$ cat config.mk
export PLATFORM = sky130hd
export DESIGN_NAME = im_arb
export DESIGN_NICKNAME = d
export VERILOG_FILES = /design/src/rtl/im_arb.sv
export SDC_FILE = /design/constraint.sdc
export NUM_CORES = 1
export LEC_CHECK = 0
export CORE_AREA = 4 4 95 97
export CTS_BUF_LIST = sky130_fd_sc_hd__clkbuf_4
export DETAILED_ROUTE_END_ITERATION = 12
export DIE_AREA = 0 0 99 101
export PLACE_DENSITY = 0.76
export SLEW_MARGIN = 10
export SYNTH_ARGS = -nofsm -noshare
export SYNTH_HDL_FRONTEND = slang
export SYNTH_SLANG_ARGS = --single-unit
export TNS_END_PERCENT = 100
$ cat constraint.sdc
create_clock -name clk -period 1.3 [get_ports clk]
set_clock_uncertainty 0.2 [all_clocks]
set_input_delay 0.26 -clock clk [delete_from_list [all_inputs] [get_ports clk]]
set_output_delay 0.26 -clock clk [all_outputs]
set_load 0.01 [all_outputs]
$ cat src/rtl/im_arb.sv
// rtl/im_arb.sv - two-port round-robin arbiter in front of a single-port instruction memory.
// Optional misaligned-access flag is enabled with macro IM_ARB_ALIGN_CHK_EN.
module im_arb #(
    parameter int ADDR_W = 10,
    parameter int DATA_W = 32
) (
    input  logic              clk,
    input  logic              rst_n,
    input  logic              f_req,
    input  logic [ADDR_W-1:0] f_addr,
    output logic              f_gnt,
    output logic              f_valid,
    output logic [DATA_W-1:0] f_data,
    input  logic              d_req,
    input  logic [ADDR_W-1:0] d_addr,
    output logic              d_gnt,
    output logic              d_valid,
    output logic [DATA_W-1:0] d_data,
    output logic [ADDR_W-1:0] im_addr,
    input  logic [DATA_W-1:0] im_dout,
    output logic              err
);

    logic              last_gnt_q, last_gnt_d;
    logic              owner_q, owner_d;
    logic              a_vld_q, a_vld_d;
    logic [ADDR_W-1:0] im_addr_q, im_addr_d;
    logic              f_valid_q, f_valid_d;
    logic [DATA_W-1:0] f_data_q, f_data_d;
    logic              d_valid_q, d_valid_d;
    logic [DATA_W-1:0] d_data_q, d_data_d;
    logic              f_gnt_w, d_gnt_w, accept_w;
    logic [ADDR_W-1:0] gnt_addr_w;

    // Under contention the port that did not win last time is served.
    always_comb begin
        f_gnt_w    = rst_n & f_req & (~d_req | last_gnt_q);
        d_gnt_w    = rst_n & d_req & (~f_req | ~last_gnt_q);
        accept_w   = f_gnt_w | d_gnt_w;
        gnt_addr_w = d_gnt_w ? d_addr : f_addr;
    end

    assign f_gnt = f_gnt_w;
    assign d_gnt = d_gnt_w;

    always_comb begin
        last_gnt_d = accept_w ? d_gnt_w : last_gnt_q;
        owner_d    = accept_w ? d_gnt_w : owner_q;
        a_vld_d    = accept_w;
        im_addr_d  = accept_w ? gnt_addr_w : im_addr_q;
        f_valid_d  = a_vld_q & ~owner_q;
        d_valid_d  = a_vld_q & owner_q;
        f_data_d   = f_valid_d ? im_dout : f_data_q;
        d_data_d   = d_valid_d ? im_dout : d_data_q;
    end

    always_ff @(posedge clk or negedge rst_n) begin
        if (!rst_n) begin
            last_gnt_q <= 1'b1;
            owner_q    <= 1'b0;
            a_vld_q    <= 1'b0;
            im_addr_q  <= '0;
            f_valid_q  <= 1'b0;
            f_data_q   <= '0;
            d_valid_q  <= 1'b0;
            d_data_q   <= '0;
        end else begin
            last_gnt_q <= last_gnt_d;
            owner_q    <= owner_d;
            a_vld_q    <= a_vld_d;
            im_addr_q  <= im_addr_d;
            f_valid_q  <= f_valid_d;
            f_data_q   <= f_data_d;
            d_valid_q  <= d_valid_d;
            d_data_q   <= d_data_d;
        end
    end

    assign im_addr = im_addr_q;
    assign f_valid = f_valid_q;
    assign f_data  = f_data_q;
    assign d_valid = d_valid_q;
    assign d_data  = d_data_q;

`ifdef IM_ARB_ALIGN_CHK_EN
    // The misalignment bit travels alongside a_vld so err lines up with the valid pulse.
    logic mis_q, mis_d;
    logic err_q, err_d;

    always_comb begin
        mis_d = accept_w & (gnt_addr_w[1:0] != 2'b00);
        err_d = a_vld_q & mis_q;
    end

    always_ff @(posedge clk or negedge rst_n) begin
        if (!rst_n) begin
            mis_q <= 1'b0;
            err_q <= 1'b0;
        end else begin
            mis_q <= mis_d;
            err_q <= err_d;
        end
    end

    assign err = err_q;
`else
    assign err = 1'b0;
`endif

endmodule

======== Word level (Yosys, flattened, before mapping) ========
Index checks and enable logic that the tools add are counted.
cells by class
  multiplexer cells ....................... 1
  bitwise logic cells ..................... 13
operators by type and width
  cell           number
  $mux W10       1
  $and A1 B1 Y1  6
  $not A1 Y1     4
  $or A1 B1 Y1   3
storage, ports and cells
  flip-flop bits (word level) ............. 79
  input port bits ......................... 56
  output and inout bits ................... 79
  word-level logic and storage cells ...... 22

======== Longest topological paths before layout ========
  word-level depth ........................ 4
  mapped depth ............................ 4
  mapped depth without buffers ............ 3

======== Worst setup path after synthesis ========
OpenSTA, ideal clock, no wires.
  kind .................................... register to output
  start ................................... register last_gnt_q
  end ..................................... output port d_gnt
  arrival ................................. 874 ps
  required time ........................... 840 ps
  slack ................................... -34 ps
  cell stages (with the launch flop) ...... 4
  buffers on the path ..................... 1
  cell sequence ........................... dfstp_2 and2_1 buf_4 nor2_1
between the ends
  cells in the longest elaborated chain, start to end .. 3
ends and longest elaborated chain
  what                    RTL line  text
  from (decl)             24        logic last_gnt_q, last_gnt_d;
  from (signal assigned)  68        last_gnt_q <= last_gnt_d;
  $not A1 Y1              38        d_gnt_w = rst_n & d_req & (~f_req | ~last_gnt_q);
  $or A1 B1 Y1            38
  $and A1 B1 Y1           38
  to (decl)               16        output logic d_gnt,
No other way between the ends.

======== Final worst setup path ========
Same ends and word-level chain as after synthesis.

==> flow_summary.ini <==
[outcome]
outcome = finished, violations left
failing_checks = hold timing, setup timing

[floorplan]
fp.coreArea_sq_um = 8130
num_io_pins = 135
floorplan.initialDensity = 0.380
rows = 33
die_x_microns = 99
floorplan.die.height_microns = 101
fp.dieArea_sq_um = 10000

[timing]
finalSetupTns_ns = -18.49
max_slew.worst_pin.slew_ns = 0.917
post-route-worst-setup-slack_ns = -0.458
setup_repair_after_global_routing_missed_its_margin = yes
slew_viol_final = 0
hold_ws_ns = -0.0203
timing.max_slew.rel_slack = 0.388
finalHoldViolations = 8
setup-violations-final = 153
upper_clock_frequency_limit_ghz = 0.569
period_share = 1.35
post-route-min-period_ns = 1.76

[setup_path]
critical_path.slowest_cell = sky130_fd_sc_hd__dfstp_2
worst_ep_arrival_time_ns = 1.30
worst-path-buf-inv = 1
worstReg2RegStart = owner_q$_DFFE_PN0P_
r2r_slack_ns = -0.21
cp_max_fo = 3
critical_path.top_delay_family = flip-flops
crit_path_start = last_gnt_q$_DFFE_PN1P_
endpoint_kind = output pin
worst_setup_path_start_kind = flip-flop
max_stage_delay_on_crit_path_ns = 0.57
required_ns = 0.84
timing.critical_path.cells = and2_4 -> nor2_2 -> buf_2
setup.worst_path.class = reg -> out

[synthesis]
synth.cell_area_sq_um = 3090
synth_simple_gate_area_frac = 0.0425
mean_cell_area_of_the_mapped_netlist_sq_um = 14.5
synth_top_family_by_area = multiplexers
syn_inst = 213
post_synth_num_cell_types = 19
synthMuxAreaShare = 0.233
synth-compound-area-share = 0.0441
syn_nets = 269
synthAdderAreaFrac = 0
postSynthRegisterBits = 79
synth-warning-count = 0
yosys.area_share.xor_xnor = 0
seq_area_frac_synth = 0.640

[route]
drt_pass1_iterations = 4
wirelength_microns = 9130
ant_nets = 0
vias_per_instance = 4.67
drc_errors_left = 0
detailroute.via_count = 2525
drt_iter0_markers = 27
post_drt_wl_per_cell_microns = 16.9

[final_layout]
n_antenna_cell = 0
fill_cells = 605
nets = 488
area.growth.synth_to_final_pct = 78.6
final_layout_size_suffix_gt1_frac = 0.589

[power]
areal_power_density_over_the_cells_nw_per_um2 = 1650
finalPower_uw = 9110
vdd_ir_drop_max_v = 0.00108
power.static_leakage_uw = 0.00277

[clock_tree]
clk_pin_slew_worst_paths_ns = 0.12
tritoncts.num_buffers = 9
insertion_delay_ns = 0.40
maximum_buffer_depth_of_the_clock_tree = 2
cts_tree = done
h-tree-depth = 3
clk_root_buffer_cell = sky130_fd_sc_hd__clkbuf_4
post_cts_hold_buffer_count = 2
cts_num_sinks = 79

[global_routing]
antenna_found_initial = 0
grt_start_max_net_pins = 34
globalRouteOverflowTotal = 0
number_of_global_route_vias_before_repair = 2725
global_route_usage_sum = 0.179
global_route_wire_length_before_repair_microns = 14200

[run]
max_cap_violations = 0

[place]
io_buffer_count = 133
dp_worst_setup_slack_ns = -0.738
gp_congestion = 0.709
post-dp-hpwl_microns = 5780

[worst_hold_path]
hold_path.startpoint = rst_n
kind_of_path_behind_the_tightest_hold_check = in -> reg
## sequential cells by signal (all words and copies together) (netlist names)
name        cells
last_gnt_q      1
d_data         32
im_addr        10
d_valid         1
owner_q         1
f_data         32
a_vld_q         1
f_valid         1
## stage by stage
stage,std cells,util,cell area (sq um)
floorplan,213,-,3180
global placement,466,0.591,4810
detailed placement,466,0.591,4810
CTS,514,0.639,5190
global route,541,0.679,5520
finish,541,0.679,5520
## worst register-to-register path, delay by kind of cell, from the launching register on
family        cells  cell delay [ns]
flops             1             0.45
buf+inv           3             0.40
simple gates      1             0.08
mux               1             0.29
## routing by layer
layer | part of all wire | vias up | track usage
met4 | 0.0081 | 0 | 0.0494
met5 | 0 | - | 0
li1 | - | 1184 | -
met1 | 0.43 | 1249 | 0.232
met2 | 0.49 | 85 | 0.293
met3 | 0.065 | 7 | 0.0547
## timing repair
action	4_1_cts	5_1_grt
endpoints found under the hold margin	21	1
gates cloned	4	1
setup endpoints to repair	153	174
pin swaps	7	8
gates resized for setup	382	39
setup buffers	28	32
## where the power goes
part / leakage (uW) / internal, uW / switching [uW]
sequential: 0.000917 / 3150 / 413
clock: 0.0000829 / 796 / 833
combinational: 0.00177 / 2540 / 1380
total: 0.00277 / 6490 / 2630
## synthesized netlist by cell type, drive strengths merged
master,instances,area share
mux2,64,0.23
o22ai,1,0.0020
o21ai,11,0.018
dfstp,1,0.0085
nand2,6,0.0089
buf,11,0.030
inv,4,0.0049
dfrtp,78,0.63
o21a,1,0.0024
a31oi,10,0.020
clkbuf,1,0.0045
a21oi,1,0.0016
nor2,11,0.013
and2,2,0.0040
nand3,10,0.016
conb,1,0.0012
## final cells by class
type,instances,area [sq um],share of cell area
sequential,79,1980,0.359
clock buffer,10,75.1,0.0136
multi-input combinational,118,1270,0.229
tap,105,131,0.0238
clock inverter,5,81.3,0.0147
inverter,4,15.0,0.00272
timing repair buffer,220,1970,0.357
## worst paths after layout
kind / to / cells past startpoint
worst max-delay path: d_gnt / 3
worst min register to register: d_data[8]$_DFFE_PN0P_ / 1
min in group asynchronous: f_data[30]$_DFFE_PN0P_ / 3
max in group asynchronous: last_gnt_q$_DFFE_PN1P_ / 4
worst min-delay path: last_gnt_q$_DFFE_PN1P_ / 4
worst max register to register: f_data[2]$_DFFE_PN0P_ / 5
## cells by family after synthesis
logic type             after synthesis
flip-flops                          79
other                                1
AO/OA/AOI/OAI                       24
buffers and inverters               16
multiplexers                        64
AND/OR/NAND/NOR                     29
## layout by cell type (no fill, tap or decap), types with 2 or more instances in the layout
cell type and n:
sky130_fd_sc_hd__nand3_2 3, sky130_fd_sc_hd__buf_16 2, sky130_fd_sc_hd__clkbuf_4 10, sky130_fd_sc_hd__buf_2 56, sky130_fd_sc_hd__inv_1 2, sky130_fd_sc_hd__clkdlybuf4s50_1 54, sky130_fd_sc_hd__nand2_4 2, sky130_fd_sc_hd__buf_12 10
sky130_fd_sc_hd__buf_8 6, sky130_fd_sc_hd__o21ai_1 7, sky130_fd_sc_hd__mux2_4 58, sky130_fd_sc_hd__nor2_1 10, sky130_fd_sc_hd__inv_2 2, sky130_fd_sc_hd__bufinv_16 2, sky130_fd_sc_hd__a31oi_1 10, sky130_fd_sc_hd__nand2_1 3
sky130_fd_sc_hd__buf_6 24, sky130_fd_sc_hd__nand3_1 7, sky130_fd_sc_hd__o21ai_0 4, sky130_fd_sc_hd__dfrtp_1 77, sky130_fd_sc_hd__mux2_2 6, sky130_fd_sc_hd__buf_4 65
Power figures use the tool's default switching activity.
